===== config.mk =====
export PLATFORM = sky130hd
export DESIGN_NAME = robo_sequenciador_flat
export DESIGN_NICKNAME = d
export VERILOG_FILES = /design/src/rtl/robo_pkg.sv /design/src/rtl/robo_sequenciador_if.sv /design/src/rtl/robo_temporizador.sv /design/src/rtl/robo_sequenciador.sv /design/src/flat_wrapper.sv
export SDC_FILE = /design/constraint.sdc
export NUM_CORES = 1
export LEC_CHECK = 0
export CORE_UTILIZATION = 38
export DETAILED_ROUTE_END_ITERATION = 12
export PLACE_DENSITY = 0.66
export RECOVER_POWER = 25
export SLEW_MARGIN = 10
export SYNTH_ARGS = -nofsm -noshare
export SYNTH_HDL_FRONTEND = slang
export SYNTH_HIERARCHICAL = 1
export SYNTH_SLANG_ARGS = --single-unit

===== constraint.sdc =====
create_clock -name clock -period 2.7 [get_ports clock]
set_clock_uncertainty 0.05 [all_clocks]
set_input_delay 0.27 -clock clock [delete_from_list [all_inputs] [get_ports clock]]
set_output_delay 0.27 -clock clock [all_outputs]
set_load 0.03 [all_outputs]

===== src/rtl/robo_pkg.sv =====
// ----------------------------------------------------------------------------
// robo_pkg
// Shared types and constants for the wall-following robot: sequencer state
// encoding, default motion timing and the wall-follower decision codes.
// Revision: 1.0
// ----------------------------------------------------------------------------
`default_nettype none

package robo_pkg;

   // Motion sequencer states
   typedef enum logic [2:0] {
      OCIOSO     = 3'd0,
      AVANCANDO  = 3'd1,
      GIRANDO    = 3'd2,
      ASSENTANDO = 3'd3,
      TRAVADO    = 3'd4
   } estado_seq_t;

   // Wall-follower decision FSM states, shared so both FSMs use one definition
   typedef enum logic [1:0] {
      PROCURANDO_MURO   = 2'd0,
      ROTACIONANDO      = 2'd1,
      ACOMPANHANDO_MURO = 2'd2
   } estado_muro_t;

   // Default timing, in clock cycles
   localparam int T_AVANCO_PADRAO   = 8;
   localparam int T_GIRO_PADRAO     = 12;
   localparam int T_ASSENTAR_PADRAO = 2;
   localparam int MAX_GIROS_PADRAO  = 4;

   // Largest of three durations, used to size the shared phase timer
   function automatic int max3(input int a, input int b, input int c);
      int m;
      m = (a > b) ? a : b;
      return (m > c) ? m : c;
   endfunction

endpackage

`default_nettype wire


===== src/rtl/robo_sequenciador_if.sv =====
// ----------------------------------------------------------------------------
// robo_sequenciador_if
// Command handshake and motor/sensor outputs between the decision FSM
// (master) and the motion sequencer (slave).
// Optional macro ROBO_ODOMETRIA_EN adds the passos advance counter.
// Revision: 1.0
// ----------------------------------------------------------------------------
`default_nettype none

interface robo_sequenciador_if;
   logic        cmd_valido;
   logic        cmd_avancar;
   logic        cmd_girar;
   logic        cmd_pronto;
   logic        motor_frente;
   logic        motor_giro;
   logic        amostrar;
   logic        preso;
`ifdef ROBO_ODOMETRIA_EN
   logic [15:0] passos;

   modport master (
      output cmd_valido, cmd_avancar, cmd_girar,
      input  cmd_pronto, motor_frente, motor_giro, amostrar, preso, passos
   );
   modport slave (
      input  cmd_valido, cmd_avancar, cmd_girar,
      output cmd_pronto, motor_frente, motor_giro, amostrar, preso, passos
   );
`else
   modport master (
      output cmd_valido, cmd_avancar, cmd_girar,
      input  cmd_pronto, motor_frente, motor_giro, amostrar, preso
   );
   modport slave (
      input  cmd_valido, cmd_avancar, cmd_girar,
      output cmd_pronto, motor_frente, motor_giro, amostrar, preso
   );
`endif
endinterface

`default_nettype wire


===== src/rtl/robo_temporizador.sv =====
// ----------------------------------------------------------------------------
// robo_temporizador
// Loadable down-counter with terminal-count flag. Loaded on entry to each
// timed phase; counts down and rests at 1, where fim_o marks the last cycle.
// Revision: 1.0
// ----------------------------------------------------------------------------
`default_nettype none

module robo_temporizador #(
   parameter int LARGURA = 4
) (
   input  logic               clock,
   input  logic               reset,
   input  logic               carga_i,
   input  logic [LARGURA-1:0] valor_i,
   output logic               fim_o
);

   logic [LARGURA-1:0] contagem_q, contagem_d;

   // Next count: load wins, otherwise decrement until reaching 1
   always_comb begin
      contagem_d = contagem_q;
      if (carga_i) begin
         contagem_d = valor_i;
      end else if (contagem_q > LARGURA'(1)) begin
         contagem_d = contagem_q - LARGURA'(1);
      end
   end

   // Count register, cleared asynchronously
   always_ff @(posedge clock or posedge reset) begin
      if (reset) contagem_q <= '0;
      else       contagem_q <= contagem_d;
   end

   assign fim_o = (contagem_q == LARGURA'(1));

endmodule

`default_nettype wire


===== src/rtl/robo_sequenciador.sv =====
// ----------------------------------------------------------------------------
// robo_sequenciador
// Motion sequencer: accepts one advance/rotate command at a time, holds the
// matching motor for a fixed time, settles, strobes a sensor sample, and
// latches a trapped state after too many rotations without an advance.
// Optional macro ROBO_ODOMETRIA_EN adds the 16-bit passos advance counter.
// Revision: 1.0
// ----------------------------------------------------------------------------
`default_nettype none

module robo_sequenciador
   import robo_pkg::*;
#(
   parameter int T_AVANCO   = T_AVANCO_PADRAO,
   parameter int T_GIRO     = T_GIRO_PADRAO,
   parameter int T_ASSENTAR = T_ASSENTAR_PADRAO,
   parameter int MAX_GIROS  = MAX_GIROS_PADRAO
) (
   input logic                clock,
   input logic                reset,
   robo_sequenciador_if.slave bus
);

   localparam int TW = $clog2(max3(T_AVANCO, T_GIRO, T_ASSENTAR) + 1);
   localparam int GW = $clog2(MAX_GIROS + 1);

   estado_seq_t   estado_q, estado_d;
   logic [GW-1:0] giros_q, giros_d;
   logic          carga;
   logic [TW-1:0] valor_carga;
   logic          fim;

   robo_temporizador #(.LARGURA(TW)) u_temporizador (
      .clock   (clock),
      .reset   (reset),
      .carga_i (carga),
      .valor_i (valor_carga),
      .fim_o   (fim)
   );

   // Next state, timer loads on every phase entry, rotation bookkeeping
   always_comb begin
      estado_d    = estado_q;
      giros_d     = giros_q;
      carga       = 1'b0;
      valor_carga = '0;
      case (estado_q)
         OCIOSO: begin
            // Rotation wins over advance; a command with neither bit is dropped
            if (bus.cmd_valido) begin
               if (bus.cmd_girar) begin
                  estado_d    = GIRANDO;
                  carga       = 1'b1;
                  valor_carga = TW'(T_GIRO);
               end else if (bus.cmd_avancar) begin
                  estado_d    = AVANCANDO;
                  carga       = 1'b1;
                  valor_carga = TW'(T_AVANCO);
               end
            end
         end
         AVANCANDO: begin
            if (fim) begin
               estado_d    = ASSENTANDO;
               carga       = 1'b1;
               valor_carga = TW'(T_ASSENTAR);
               giros_d     = '0;
            end
         end
         GIRANDO: begin
            if (fim) begin
               giros_d = giros_q + GW'(1);
               if (giros_q == GW'(MAX_GIROS - 1)) begin
                  estado_d = TRAVADO;
               end else begin
                  estado_d    = ASSENTANDO;
                  carga       = 1'b1;
                  valor_carga = TW'(T_ASSENTAR);
               end
            end
         end
         ASSENTANDO: begin
            if (fim) estado_d = OCIOSO;
         end
         TRAVADO: begin
            estado_d = TRAVADO;
         end
         default: begin
            estado_d = OCIOSO;
         end
      endcase
   end

   // State and rotation counter registers
   always_ff @(posedge clock or posedge reset) begin
      if (reset) begin
         estado_q <= OCIOSO;
         giros_q  <= '0;
      end else begin
         estado_q <= estado_d;
         giros_q  <= giros_d;
      end
   end

   // Outputs decode the registered state only, so reset clears them at once
   assign bus.cmd_pronto   = (estado_q == OCIOSO);
   assign bus.motor_frente = (estado_q == AVANCANDO);
   assign bus.motor_giro   = (estado_q == GIRANDO);
   assign bus.amostrar     = (estado_q == ASSENTANDO) && fim;
   assign bus.preso        = (estado_q == TRAVADO);

`ifdef ROBO_ODOMETRIA_EN
   logic [15:0] passos_q;

   // Completed-advance counter, wraps naturally at 16 bits
   always_ff @(posedge clock or posedge reset) begin
      if (reset)                              passos_q <= '0;
      else if ((estado_q == AVANCANDO) && fim) passos_q <= passos_q + 16'd1;
   end

   assign bus.passos = passos_q;
`endif

endmodule

`default_nettype wire


===== src/flat_wrapper.sv =====
// flat-port wrapper written by rule: the top's interface ports become plain ports
module robo_sequenciador_flat import robo_pkg::*;
#(
   parameter int T_AVANCO   = T_AVANCO_PADRAO,
   parameter int T_GIRO     = T_GIRO_PADRAO,
   parameter int T_ASSENTAR = T_ASSENTAR_PADRAO,
   parameter int MAX_GIROS  = MAX_GIROS_PADRAO
)
  (clock, reset, bus_cmd_valido, bus_cmd_avancar, bus_cmd_girar, bus_cmd_pronto, bus_motor_frente, bus_motor_giro, bus_amostrar, bus_preso);
  robo_sequenciador_if bus_i ();
  input logic clock;
  input logic reset;
  input wire logic [$bits(bus_i.cmd_valido)-1:0] bus_cmd_valido;
  input wire logic [$bits(bus_i.cmd_avancar)-1:0] bus_cmd_avancar;
  input wire logic [$bits(bus_i.cmd_girar)-1:0] bus_cmd_girar;
  output wire logic [$bits(bus_i.cmd_pronto)-1:0] bus_cmd_pronto;
  output wire logic [$bits(bus_i.motor_frente)-1:0] bus_motor_frente;
  output wire logic [$bits(bus_i.motor_giro)-1:0] bus_motor_giro;
  output wire logic [$bits(bus_i.amostrar)-1:0] bus_amostrar;
  output wire logic [$bits(bus_i.preso)-1:0] bus_preso;
  assign bus_i.cmd_valido = bus_cmd_valido;
  assign bus_i.cmd_avancar = bus_cmd_avancar;
  assign bus_i.cmd_girar = bus_cmd_girar;
  assign bus_cmd_pronto = bus_i.cmd_pronto;
  assign bus_motor_frente = bus_i.motor_frente;
  assign bus_motor_giro = bus_i.motor_giro;
  assign bus_amostrar = bus_i.amostrar;
  assign bus_preso = bus_i.preso;
  robo_sequenciador #(.T_AVANCO(T_AVANCO), .T_GIRO(T_GIRO), .T_ASSENTAR(T_ASSENTAR), .MAX_GIROS(MAX_GIROS)) u_core (.clock(clock), .reset(reset), .bus(bus_i));
endmodule

After elaboration in Yosys (flattened, before gate mapping)

Cells that the tools add are included.

RAM bits: 0
Bits in registers: 10
Latch bits: 0
Input port bits: 5
Bits in read-only memories: 0
Memories: 0
Output and inout port bits: 5

Equal/unequal tests: 11
Muxes and demuxes: 26
Add/subtract/negate cells: 2
Reduce and logical (&&, ||, !) cells: 6
Shift operators: 0
$lt $le $gt $ge: 1
Bitwise gates (word level): 0
Divide/modulo/power cells: 0
Multiply operators: 0

Operators by type and width:

| cell                  | number |
|---|---|
| $mux W3               | 8 |
| $mux W4               | 6 |
| $pmux W3 S5           | 1 |
| $pmux W4 S3           | 1 |
| $eq A3 B2 Y1 const B  | 3 |
| $mux W1               | 6 |
| $ne A2 B1 Y1 const B  | 3 |
| $pmux W3 S2           | 1 |
| $reduce_and A5 Y1     | 1 |
| $eq A4 B1 Y1 const B  | 1 |
| $gt A4 B1 Y1 const B  | 1 |
| $mux W2               | 2 |
| $reduce_bool A2 Y1    | 2 |
| $sub A4 B1 Y4 const B | 1 |
| $add A3 B1 Y3 const B | 1 |
| $eq A3 B1 Y1 const B  | 1 |
| $eq A3 B3 Y1 const B  | 1 |
| $logic_not A3 Y1      | 1 |
| $ne A3 B3 Y1 const B  | 1 |
| $pmux W1 S3           | 1 |
| $reduce_and A3 Y1     | 1 |
| $ne A2 B2 Y1 const B  | 1 |
| $logic_and A1 B1 Y1   | 1 |

Longest topological paths before layout

Depth in word-level cells: 5
Mapped depth: 10
Gate-level depth less buffers: 8

Cells and area by module

The synthesis kept the hierarchy.

By module, submodules not included:

| module            | area an instance (um^2) | cells each | sequential area each (um^2) | instances |
|---|---|---|---|---|
| robo_sequenciador | 491.7                   | 52         | 150.1                       | 1 |
| robo_temporizador | 285.3                   | 31         | 100.1                       | 1 |

Least setup slack after synthesis

OpenSTA, ideal clock, no wires.

Path type: register to register
Start point: reg u_core.estado_q[1]
End point: reg u_core.u_temporizador.contagem_q[2]
Arrival: 1882 ps
Path slack: 635 ps
Stages on the path, launching flop included: 7
Required time: 2517 ps
Buffers on the path: 2
Library setup time: 133 ps
Path through: dfrtp_1 buf_6 nor3_1 and2b_1 or2_1 buf_1 o21ai_0

Cells in the longest elaborated chain, start to end: 3
Elaborated cells between the ends (all ways): 7
Those cells by class: eq/ne (2); mux (3); reduce/logical (2)

RTL lines:

| what                                          | RTL line                 | source |
|---|---|---|
| start: declaration                            | robo_sequenciador.sv:27  | `estado_seq_t estado_q, estado_d;` |
| start signal: assignment                      | robo_sequenciador.sv:100 | `estado_q <= estado_d;` |
| $logic_not A3 Y1 (*)                          | -                        |  |
| named net bus_cmd_pronto                      | flat_wrapper.sv:16       | `output wire logic [$bits(bus_i.cmd_pronto)-1:0] bus_cmd_pronto;` |
| $pmux W1 S3 (*)                               | robo_sequenciador.sv:47  | `case (estado_q)` |
| named net u_core.carga                        | robo_sequenciador.sv:29  | `logic carga;` |
| $mux W4 or $reduce_bool A2 Y1 (tied branches) | -                        |  |
| end signal: assignment                        | robo_temporizador.sv:34  | `else contagem_q <= contagem_d;` |
| end: declaration                              | robo_temporizador.sv:19  | `logic [LARGURA-1:0] contagem_q, contagem_d;` |

The timed path passes the listed nets; every way through them passes the cells marked *.
A chain may end at the register's enable or synchronous reset.

Final worst setup path

Start point: reg u_core.u_temporizador.contagem_q[1]
End point: out bus_amostrar

Cells in the longest elaborated chain, start to end: 2

RTL lines:

| what                 | RTL line                 | source |
|---|---|---|
| $eq A4 B1 Y1         | robo_temporizador.sv:37  | `assign fim_o = (contagem_q == LARGURA'(1));` |
| named net u_core.fim | robo_sequenciador.sv:31  | `logic fim;` |
| $logic_and A1 B1 Y1  | robo_sequenciador.sv:109 | `assign bus.amostrar = (estado_q == ASSENTANDO) && fim;` |
| end: declaration     | flat_wrapper.sv:19       | `output wire logic [$bits(bus_i.amostrar)-1:0] bus_amostrar;` |

The timed path passes the listed nets, and every way through them passes these cells.

==> reports/results.tsv <==
stage	metric	value	unit
die	coreArea	0.00182	mm²
cells_and_area	drive_above_1_share	17.6	%
clocking	clk_latency	0.26	ns
synth	ys_ff_latch	10	
synth	ys_warn_count	6	
sta	holdWs	0.301	ns
route	drt_iter0_drc	13	
synth	yosysTopAreaCellShare	32.2	%
clocking	cts_made_buffers	3	
critical_path	crit_type	flip-flop to output port	
route	drc	0	
synth	synth_area_leaders	dfrtp_1 (32%), ha_1 (6.4%), buf_6 (5.8%), nor2b_1 (4.0%), nand2_1 (3.9%)	
global_route	first_global_vias	575	
sta	maxSlewViolCount	0	
sta	finalSetupViolations	0	
clocking	cts_hold_buf	0	
sta	finalCritPeriodShare	92.6	%
global_route	grt_max_degree	19	
clocking	htree_levels	1	
global_route	track_usage	15.7	%
cells_and_area	regArea	250	µm²
die	rows	15	
clocking	cts.sinks	10	
sta	tightestPinTransition	0.557	ns
cells_and_area	nFillCells	187	
die	die-area	0.00223	mm²
synth	synthTopCellsByCount	dfrtp_1 (10), nand2_1 (8), inv_1 (5), nor2b_1 (5)	
critical_path	crit_fanout	3	
sta	layout_min_cycle_time	2.50	ns
cells_and_area	fin_cells	116	
route	dr.pass1.iters	4	
route	detail_route.wirelength	1.39	mm
synth	avgSynthCellArea	9.36	µm²
global_route	grt-ovfl-total	0	
die	die-height	47.2	µm
synth	asyncSetResetFlopFracSynth	100	%
placement	place_congestion	0.783	
critical_path	cp_data_required_time	2.38	ns
sta	hold_viol	0	
route	vias	588	
route	routed_via_density	5.07	
sta	rsz0062_at_grt	false	
cells_and_area	synthToLayoutAreaGrowth	14.7	%
synth	ys.flop_type	dfrtp_1	
sta	tns	0	ns
synth	yosysSeqAreaShare	32.2	%
placement	placed_cells	112	
power_and_ir_drop	p_per_area	1170	mW/mm²
die	die_w	47.2	µm
synth	synthCells	83	
clocking	cts_resized	0	
run_status	outcome	completed	
synth	mappedNetlistArea	777	µm²
cells_and_area	n_antenna_cell	0	
clocking	cts-root-buf	clkbuf_4	
synth	yosysMostFrequentCell	dfrtp_1	
flow_run	maxCapViolations	0	
clocking	clockBufferDepth	2	
clocking	postCtsSetupBuffers	0	
sta	fmax	0.400	GHz
route	ant_nets	0	
placement	port_buffers	9	
critical_path	cp-start-kind	flip-flop	
critical_path	critPathCaptureType	output port	
die	io_pins	10	
synth	synth_edf_count	0	
critical_path	cp.arrival	2.18	ns
sta	slew-limit-headroom	62.8	%
placement	dp.final_hpwl	998	µm
hold_path	hp-class	input pin to async pin	
die	start_util	42.7	%
synth	yosysUniqueCellTypes	38	
power_and_ir_drop	peakVddDrop	0.583	mV
synth	synth_nets	92	
global_route	grt_first_pass_wirelength	2.40	mm
clocking	clk_pin_slew	0.06	ns
synth	yosys.area.top_type	dfrtp_1	
cells_and_area	nets	101	
global_route	antenna_found_initial	0	
power_and_ir_drop	p_leak	0.000371	µW
power_and_ir_drop	total_power	1040	µW
cells_and_area	multiInputGateArea	449	µm²
route	wl_per_cell	11.9	µm
clocking	cts_tree	done	
cells_and_area	fin_util	48.9	%
[placed cells by master, fill, tap and decap left out, drive strengths merged, types with 2 or more instances in the layout]
cell type       n
buf             2
nor3b           3
dfrtp          10
ha              4
inv             5
and2b           2
a21oi           4
nand2           8
and3            2
nor3            3
o2bb2ai         3
nor2            3
nor4            2
o21ai           3
o31ai           3
nor2b           6
a31oi           2
o31a            2
clkbuf          4
clkdlybuf4s50   8
[kinds of logic (layout without fill, tap and decap cells)]
family / count (synthesis) / after routing / share of synthesized area, %
AO/OA/AOI/OAI: 20 / 20 / 19.2
multiplexers: 2 / 2 / 2.74
XOR/XNOR: 1 / 1 / 1.13
AND/OR/NAND/NOR: 33 / 33 / 27.9
flip-flops: 10 / 10 / 32.2
other: 1 / 1 / 0.483
adder cells (fa/ha/maj): 4 / 4 / 6.44
buffers and inverters: 12 / 20 / 9.98
[per-layer routing]
metal  track usage (%)  wire (µm)  up-vias  share of wire [%]
met5                 0          0        -                  0
met4              8.57         19        0                1.4
met3              2.31         44        2                3.2
met2              24.4        640       18                 46
met1              21.0        681      263                 49
li1                  -          -      305                  -
[power breakdown]
group | total [µW] | internal (µW) | switching, µW
Combinational | 577 | 300 | 277
Sequential | 334 | 215 | 118
Clock | 134 | 81.8 | 51.7
[metrics by stage]
step | setup WS, ns | instance area, µm²
5_1_grt | 0.0125 | 891
3_3_place_gp | 0.500 | 855
2_1_floorplan | 0.635 | 777
3_5_place_dp | 0.477 | 855
6_report | 0.199 | 891
4_1_cts | 0.178 | 891
[worst max-delay path, cell delays in order (launching register included)]
cell and delay [ns]:
dfrtp_1 0.42, inv_1 0.09, ha_1 0.15, nor3b_1 0.23
nor2b_1 0.19, and3_2 0.18, clkdlybuf4s50_1 0.66
[layout make-up]
type | count | area share, %
Inverter | 5 | 2.11
Tap cell | 25 | 3.51
Clock buffer | 4 | 4.07
Multi-Input combinational cell | 61 | 50.4
Timing Repair Buffer | 11 | 11.8
Sequential cell | 10 | 28.1
[registers in the layout, summed over array words and instances, names as in the netlist]
register                          count
u_core/estado_q                       3
u_core/giros_q                        3
u_core/u_temporizador/contagem_q      4
[path summary, 6_finish.rpt]
check / startpoint / to / slack (ns) / cells after the start
max: u_core/u_temporizador/contagem_q[1] / bus_amostrar / 0.20 / 6
min: reset / u_core/u_temporizador/contagem_q[0] / 0.30 / 2
max reg2reg: u_core/u_temporizador/contagem_q[0] / u_core/u_temporizador/contagem_q[0] / 0.68 / 7
min reg2reg: u_core/giros_q[2] / u_core/giros_q[2] / 0.44 / 1
max in group asynchronous: reset / u_core/estado_q[1] / 2.05 / 2
min in group clock: u_core/giros_q[2] / u_core/giros_q[2] / 0.44 / 1
Note: power is estimated with default switching activity, not from simulation.
